File: src/rtl/spi_xfer_ctrl.sv
// SPI master transfer sequencer: latches one command, generates SCLK and chip selects,
// strobes the shift registers and stalls SCLK at 32-bit word boundaries while TX is empty.
`timescale 1ns/1ps

module spi_xfer_ctrl #(
  parameter int CS_NUM = 4,
  parameter int DIV_W  = 8
) (
  input  logic                      clk_i,
  input  logic                      rstn_i,
  input  logic                      cmd_vld_i,
  output logic                      cmd_rdy_o,
  input  logic [15:0]               cmd_len_i,
  input  logic [$clog2(CS_NUM)-1:0] cmd_cs_i,
  input  logic [DIV_W-1:0]          cmd_div_i,
  input  logic                      cmd_cpol_i,
  input  logic                      tx_data_vld_i,
  output logic                      tx_en_o,
  output logic [15:0]               tx_len_o,
  output logic                      tx_len_updata_o,
  output logic                      tx_edge_o,
  output logic                      rx_edge_o,
  output logic                      sclk_o,
  output logic [CS_NUM-1:0]         csn_o,
  output logic                      busy_o,
  output logic                      done_o,
  output logic [15:0]               bit_cnt_o
);

  localparam int CS_W = $clog2(CS_NUM);

  typedef enum logic [2:0] {IDLE, SETUP, SHIFT, STALL, HOLD, GAP} state_e;

  state_e            state_q, state_d;
  logic [DIV_W-1:0]  cnt_q, cnt_d;
  logic              phase_q, phase_d;
  logic [15:0]       bit_q, bit_d;
  logic [15:0]       len_q, len_d;
  logic [CS_W-1:0]   cs_q, cs_d;
  logic [DIV_W-1:0]  div_q, div_d;
  logic              cpol_q, cpol_d;
  logic              zero_q, zero_d;

  logic [CS_NUM-1:0] csn_q, csn_d;
  logic              sclk_q, sclk_d;
  logic              tx_en_q, tx_en_d;
  logic              tx_edge_q, tx_edge_d;
  logic              rx_edge_q, rx_edge_d;
  logic              updata_q, updata_d;
  logic              done_q, done_d;
  logic [15:0]       bit_cnt_q, bit_cnt_d;

  logic half_end;
  logic last_bit;
  logic stall;
  logic active;

  assign half_end = (cnt_q == div_q);
  assign last_bit = (bit_q == (len_q - 16'd1));
  // Only interior word boundaries wait for TX data; the final bit never stalls.
  assign stall    = (bit_q[4:0] == 5'd31) && !last_bit && !tx_data_vld_i;
  assign active   = (state_q == SETUP) || (state_q == SHIFT) ||
                    (state_q == STALL) || (state_q == HOLD);

  always_comb begin
    state_d = state_q;
    cnt_d   = cnt_q;
    phase_d = phase_q;
    bit_d   = bit_q;
    len_d   = len_q;
    cs_d    = cs_q;
    div_d   = div_q;
    cpol_d  = cpol_q;
    zero_d  = 1'b0;
    unique case (state_q)
      IDLE: begin
        if (cmd_vld_i) begin
          len_d   = cmd_len_i;
          cs_d    = cmd_cs_i;
          div_d   = cmd_div_i;
          cpol_d  = cmd_cpol_i;
          bit_d   = 16'd0;
          cnt_d   = '0;
          phase_d = 1'b0;
          if (cmd_len_i != 16'd0) state_d = SETUP;
          else                    zero_d  = 1'b1;
        end
      end
      SETUP: begin
        if (half_end) begin
          state_d = SHIFT;
          cnt_d   = '0;
          phase_d = 1'b0;
        end else begin
          cnt_d = cnt_q + DIV_W'(1);
        end
      end
      SHIFT: begin
        if (!half_end) begin
          cnt_d = cnt_q + DIV_W'(1);
        end else begin
          cnt_d = '0;
          if (!phase_q) begin
            phase_d = 1'b1;
          end else if (stall) begin
            state_d = STALL;
          end else begin
            phase_d = 1'b0;
            bit_d   = bit_q + 16'd1;
            if (last_bit) state_d = HOLD;
          end
        end
      end
      STALL: begin
        if (tx_data_vld_i) begin
          state_d = SHIFT;
          cnt_d   = '0;
          phase_d = 1'b0;
          bit_d   = bit_q + 16'd1;
        end
      end
      HOLD: begin
        if (half_end) begin
          state_d = GAP;
          cnt_d   = '0;
        end else begin
          cnt_d = cnt_q + DIV_W'(1);
        end
      end
      GAP: begin
        if (half_end) begin
          state_d = IDLE;
          cnt_d   = '0;
        end else begin
          cnt_d = cnt_q + DIV_W'(1);
        end
      end
      default: state_d = IDLE;
    endcase
  end

  // Pin outputs are registered from the current state, so they trail the sequencer by one cycle.
  always_comb begin
    for (int i = 0; i < CS_NUM; i++) begin
      csn_d[i] = !(active && (cs_q == CS_W'(i)));
    end
    tx_en_d   = active;
    sclk_d    = sclk_q;
    unique case (state_q)
      SETUP, HOLD, GAP: sclk_d = cpol_q;
      SHIFT, STALL:     sclk_d = cpol_q ^ phase_q;
      default:          sclk_d = sclk_q;
    endcase
    rx_edge_d = (state_q == SHIFT) && half_end && !phase_q;
    tx_edge_d = ((state_q == SHIFT) && half_end && phase_q && !stall) ||
                ((state_q == STALL) && tx_data_vld_i);
    updata_d  = (state_q == SETUP) && (cnt_q == '0);
    done_d    = ((state_q == GAP) && (cnt_q == '0)) || zero_q;
    bit_cnt_d = bit_q;
  end

  always_ff @(posedge clk_i or negedge rstn_i) begin
    if (!rstn_i) begin
      state_q   <= IDLE;
      cnt_q     <= '0;
      phase_q   <= 1'b0;
      bit_q     <= 16'd0;
      len_q     <= 16'd0;
      cs_q      <= '0;
      div_q     <= '0;
      cpol_q    <= 1'b0;
      zero_q    <= 1'b0;
      csn_q     <= '1;
      sclk_q    <= 1'b0;
      tx_en_q   <= 1'b0;
      tx_edge_q <= 1'b0;
      rx_edge_q <= 1'b0;
      updata_q  <= 1'b0;
      done_q    <= 1'b0;
      bit_cnt_q <= 16'd0;
    end else begin
      state_q   <= state_d;
      cnt_q     <= cnt_d;
      phase_q   <= phase_d;
      bit_q     <= bit_d;
      len_q     <= len_d;
      cs_q      <= cs_d;
      div_q     <= div_d;
      cpol_q    <= cpol_d;
      zero_q    <= zero_d;
      csn_q     <= csn_d;
      sclk_q    <= sclk_d;
      tx_en_q   <= tx_en_d;
      tx_edge_q <= tx_edge_d;
      rx_edge_q <= rx_edge_d;
      updata_q  <= updata_d;
      done_q    <= done_d;
      bit_cnt_q <= bit_cnt_d;
    end
  end

  assign cmd_rdy_o       = (state_q == IDLE);
  assign busy_o          = (state_q != IDLE);
  assign tx_en_o         = tx_en_q;
  assign tx_len_o        = len_q;
  assign tx_len_updata_o = updata_q;
  assign tx_edge_o       = tx_edge_q;
  assign rx_edge_o       = rx_edge_q;
  assign sclk_o          = sclk_q;
  assign csn_o           = csn_q;
  assign done_o          = done_q;
  assign bit_cnt_o       = bit_cnt_q;

endmodule

File: config.mk
export PLATFORM = sky130hd
export DESIGN_NAME = spi_xfer_ctrl
export DESIGN_NICKNAME = d
export VERILOG_FILES = /design/src/rtl/spi_xfer_ctrl.sv
export SDC_FILE = /design/constraint.sdc
export NUM_CORES = 1
export LEC_CHECK = 0
export ABC_AREA = 1
export BUFFER_PORTS_ARGS = -buffer_cell sky130_fd_sc_hd__buf_2
export CAP_MARGIN = 30
export CORE_MARGIN = 2
export CORE_UTILIZATION = 43
export CTS_CLUSTER_SIZE = 10
export DETAILED_ROUTE_END_ITERATION = 12
export PLACE_DENSITY = 0.71
export REMOVE_ABC_BUFFERS = 1
export SLEW_MARGIN = 20
export SYNTH_ARGS = -nofsm -noshare
export SYNTH_HDL_FRONTEND = slang
export SYNTH_SLANG_ARGS = --single-unit
File: constraint.sdc
create_clock -name clk_i -period 2.3 [get_ports clk_i]
set_clock_uncertainty 0.05 [all_clocks]
set_input_delay 0.115 -clock clk_i [delete_from_list [all_inputs] [get_ports clk_i]]
set_output_delay 0.115 -clock clk_i [all_outputs]
set_load 0.01 [all_outputs]
Yosys cells after proc, flatten, opt, wreduce, memory -nomap -nowiden:

Index checks and enable logic that the tools add are counted.

* $add $sub $neg: 3
* equality and inequality tests: 21
* mux-type cells: 32
* bitwise gates (word level): 1
* reductions and logical operators: 43

Operators with widths (number)
* $mux W16: 5
* $pmux W16 S3: 1
* $mux W3: 10
* $mux W8: 3
* $pmux W8 S3: 1
* $pmux W3 S6: 1
* $add A16 B1 Y16 const B: 1
* $eq A16 B16 Y1: 1
* $ne A2 B2 Y1 const B: 8
* $reduce_bool A16 Y1: 1
* $sub A16 B1 Y16 const B: 1
* $logic_and A1 B1 Y1: 13
* $mux W1: 9
* $reduce_and A9 Y1: 1
* $reduce_bool A3 Y1: 3
* $add A8 B1 Y8 const B: 1
* $eq A8 B8 Y1: 1
* $logic_not A1 Y1: 8
* $logic_not A8 Y1: 1
* $eq A3 B2 Y1 const B: 2
* $eq A3 B3 Y1 const B: 2
* $reduce_and A6 Y1: 1
* $eq A5 B5 Y1 const B: 1
* $logic_or A1 B1 Y1: 5
* 18 further kinds: 19

* register bits after elaboration: 82
* output and inout port bits: 44

Depth between registers and ports, before layout:

* depth in word-level cells: 9
* mapped depth: 17

Worst setup path after synthesis:

No wires, ideal clock.

* path kind: register to register
* from: register len_q[0] (netlist: tx_len_o[0])
* to: register bit_q[10] (netlist: bit_cnt_d[10])
* library setup time: 118 ps
* data arrival time: 1936 ps
* required time: 2132 ps
* path slack: 196 ps
* cell stages (with the launch flop): 17
* clock period less this slack: 2104 ps
* path through: dfrtp_1 inv_2 ha_1 or2_1 nand2_1 nand2_1 nand2_1 nand3_1 nor2_1 nand2_1 nor2_2 nand2_2 nand3_4 nand2_4 buf_6 nand2_1 o21ai_2

* cells in the longest elaborated chain, start to end: 7

RTL lines
* start: declaration: RTL line 38 `logic [15:0] len_q, len_d;`
* start signal: assignment: RTL line 186 `len_q <= len_d;`
* $sub A16 B1 Y16: RTL line 59 `assign last_bit = (bit_q == (len_q - 16'd1));`
* $eq A16 B16 Y1: RTL line 59
* $logic_not A1 Y1: RTL line 61 `assign stall = (bit_q[4:0] == 5'd31) && !last_bit && !tx_data_vld_i;`
* $logic_and A1 B1 Y1 (2 in series): RTL line 61
* $ne A2 B2 Y1 (no line)
* $reduce_and A6 Y1 (no line)
* end signal: assignment: RTL line 185 `bit_q <= bit_d;`
* end: declaration: RTL line 37 `logic [15:0] bit_q, bit_d;`

No other way between the ends.
A chain may end at the register's enable or synchronous reset.

Final worst setup path:

* from: register len_q[1] (netlist: tx_len_o[1])
* to: register bit_q[11] (netlist: bit_cnt_d[11])

The elaborated chain is that of the path after synthesis.

==> metrics <==
DR pass1 iterations=5; GRT overflow=0; fillers=880; GRT busiest layer=met2; highest clock rate=roughly 0.45 GHz; final WL=between 10 and 15 mm; synthesized netlist cell count=roughly 520; antenna violations before repair=0; Worst Setup Path Type=flop to flop; Layout Cells excl Fill=between 700 and 800; H-tree Lvls=3; die height=106 um; clk sink count=82; R2R Setup Slk=around 0.081 ns; Post-synth EDFFs=0; VDD IR max=0.320 mV; synthesis warning total=0; drt drc=0; Die Wd=106 um; global routing usage on met3=about 3%; Core ar.=about 10000 um^2; I/O pin total=75; CTS tree=built; main area contributors after synthesis=dfrtp_1 44%, nand2_1 9.8%, inv_1 4.0%; Hold Fails Final Rpt=0; RR Startpoint=tx_len_o[1]; Pleak=~2.8 nW; CP startpoint kind=flop; Worst-path clk slew=~0.08 ns; met2 track demand over resource=between 30% and 40%; Row Count=37; syn avg cell area=8.58 um^2; Mapped Area=4490 um^2; Routed wire per std cell=roughly 13 um; fin crit share=between 90% and 100%; First DRT Iteration DRCs=174; Max transition margin=between 60 and 70%; Final setup viols=0; via count=3893; terminus of the critical flop-to-flop path=bit_cnt_d[11]; layout cells sized above 1=30.5%; vias per cell=4.95; Clk Latency, worst-skew pair=0.36 ns; Hold Path Class=primary input to async pin; GR Util met1=about a quarter; placed insts=between 700 and 800; cell accounting for the most synthesized area=dfrtp_1; clock tree root driver cell=clkbuf_8; DPL Wire Length=7.36 mm; asr flop ratio synth=100%; Cell variety after synth=40; Setup crit end kind=flop; antenna-violating nets left=0; crit-path max FO=8; critical path arrival=between 2 and 2.5 ns; first-pass GRT wire length=between 15 and 20 mm; die area=~11000 um^2; setup repair after global routing missed its margin=yes; Synth Flop Type=dfrtp_1; max-cap violations=0; Pwr per Cell Area=slightly above 500 nW/um^2; nets@finish=between 600 and 700; Final Max Tran Viols=0; number of global-route vias before repair=roughly 3800; clock tree buffer depth=2; setup TNS=0 ns; Worst R2R Path Depth=16; routability-driven placement congestion ratio=a little under 0.9; status=finished clean; Tmin final=about 2.2 ns; ant diodes=0; Total GRT Usage=19.2%; sequential fraction of the synthesis area=a little under half; Yosys top cell area share=43.5%; slew at the pin closest to its max-slew limit=about 0.5 ns; largest net degree at the start of global routing=44; Seq cells post-synth=roughly 80; Synth-to-Final Area Change=28.1%; IO Port Bufs=between 70 and 80; initial core utilization=a little over two fifths; CTS Buf Count=9; Crit path required time=roughly 2.5 ns
==> flip-flops by register name, summed over array words and instances (netlist names) <==
signal,cells
tx_en_o,1
state_q,3
cnt_q,8
div_q,8
cs_q,2
sclk_o,1
bit_cnt_o,16
tx_len_updata_o,1
rx_edge_o,1
tx_edge_o,1
zero_q,1
cpol_q,1
bit_cnt_d,16
phase_q,1
tx_len_o,16
csn_o,4
done_o,1
==> power by group <==
| group | switching (W) | internal, W |
|---|---|---|
| logic | 0.000106 | 0.000108 |
| clock network | 0.000526 | 0.000642 |
| registers | 0.0000405 | 0.00147 |
| total | 0.000672 | 0.00222 |
==> worst max path at each step <==
| stage | from | to |
|---|---|---|
| 2_1_floorplan | tx_len_o[0] | bit_cnt_d[0] |
| 3_3_place_gp | tx_len_o[1] | bit_cnt_d[10] |
| 3_5_place_dp | tx_len_o[1] | bit_cnt_d[1] |
| 4_1_cts | tx_len_o[1] | bit_cnt_d[1] |
| 5_1_grt | tx_len_o[1] | bit_cnt_d[9] |
| 6_report | tx_len_o[1] | bit_cnt_d[11] |
==> cell usage in the layout, fill, tap and decap left out, types with 2 or more instances in the layout <==
master and count:
a21oi_1 19, buf_12 2, buf_2 73, buf_4 13, bufinv_16 2, clkbuf_1 2
clkbuf_8 10, clkinvlp_4 2, dfrtp_1 77, dfstp_2 4, dlygate4sd3_1 30, ha_1 4
inv_1 48, inv_2 12, mux2_2 10, nand2_1 114, nand2_2 11, nand2_4 9
nand2_8 4, nand3_1 27, nand3_2 2, nand3_4 2, nand3b_1 3, nand4_1 8
nor2_1 48, nor2_2 10, nor2_4 6, nor3_1 12, nor4_1 6, o21ai_0 16
o21ai_2 16, o21bai_1 2, o22ai_1 2, or2_1 3, or2_2 2, xnor2_1 12
xor2_1 17
==> metrics by stage <==
step | hold slack [ns] | setup WS (ns) | util [%] | total power [W] | cell area (um^2)
after floorplan | -0.231 | 0.0821 | - | 0.00161 | 4420
after global placement | 0.296 | 0.0586 | 49.0 | 0.00170 | 5020
after detailed placement | 0.0726 | -0.0533 | 49.2 | 0.00171 | 5040
after CTS | 0.222 | 0.0424 | 54.4 | 0.00290 | 5570
after global routing | 0.277 | -0.0970 | 56.1 | 0.00299 | 5740
final | 0.203 | 0.0812 | 56.1 | 0.00289 | 5740
==> worst max-delay path, cell delays in order, from the launching register on <==
cell and delay [ns]:
dfrtp_1 0.40, inv_2 0.08, ha_4 0.17, or2_1 0.22, nand2_1 0.09, nand2_1 0.09
nand2_1 0.09, nand3_1 0.06, nor2_1 0.10, nand2_1 0.07, nor2_2 0.12, nand2_2 0.09
nand3_4 0.12, buf_12 0.16, nand2_8 0.09, nand2_2 0.07, o21ai_2 0.05
==> repair_timing <==
| item | CTS | global route |
|---|---|---|
| setup endpoints to repair | 16 | 19 |
| gates resized for setup | 1 | 17 |
| gates cloned | 0 | 3 |
| hold buffers | 30 | 0 |
| hold endpoints to repair | 67 | 0 |
| buffers inserted | 0 | 6 |
| pin swaps | 0 | 14 |
==> Yosys cell counts (4+ instances only) <==
cell type,count
nor2_2,11
mux2_2,10
nand4_1,8
o21ai_0,16
nor2_4,5
nor4_1,6
inv_2,12
nand3_1,27
nand2_1,117
a21oi_1,19
nand2_2,15
dfrtp_1,78
nor3_1,12
xnor2_1,12
ha_1,5
dfstp_2,4
xor2_1,17
o21ai_2,16
nor2_1,48
inv_1,48
==> final cells by class <==
type / instances / area [um^2] / share of cell area [%]
Clock buffer: 12 / 145 / 2.53
Clock inverter: 4 / 75.1 / 1.31
Inverter: 61 / 231 / 4.03
Multi-Input combinational cell: 373 / 2260 / 39.4
Sequential cell: 82 / 2060 / 35.8
Tap cell: 136 / 170 / 2.96
Timing Repair Buffer: 118 / 803 / 14.0
==> layer usage <==
metal  vias up  wire length [um]
met5         -                 0
met4         0               336
met3        28               465
met2       118              4880
met1      1820              4750
li1       1927                 -
==> cells by family after synthesis <==
family	Yosys count	share of synthesized area (%)
muxes	10	2.51
adders and majority gates	5	1.39
and+or+nand+nor	268	29.5
buffers and inverters	71	6.61
AOI/OAI and AO/OA	58	8.51
DFF	82	45.9
xor gates and xnor gates	29	5.66
No activity file was read; power rests on OpenSTA's default activity.
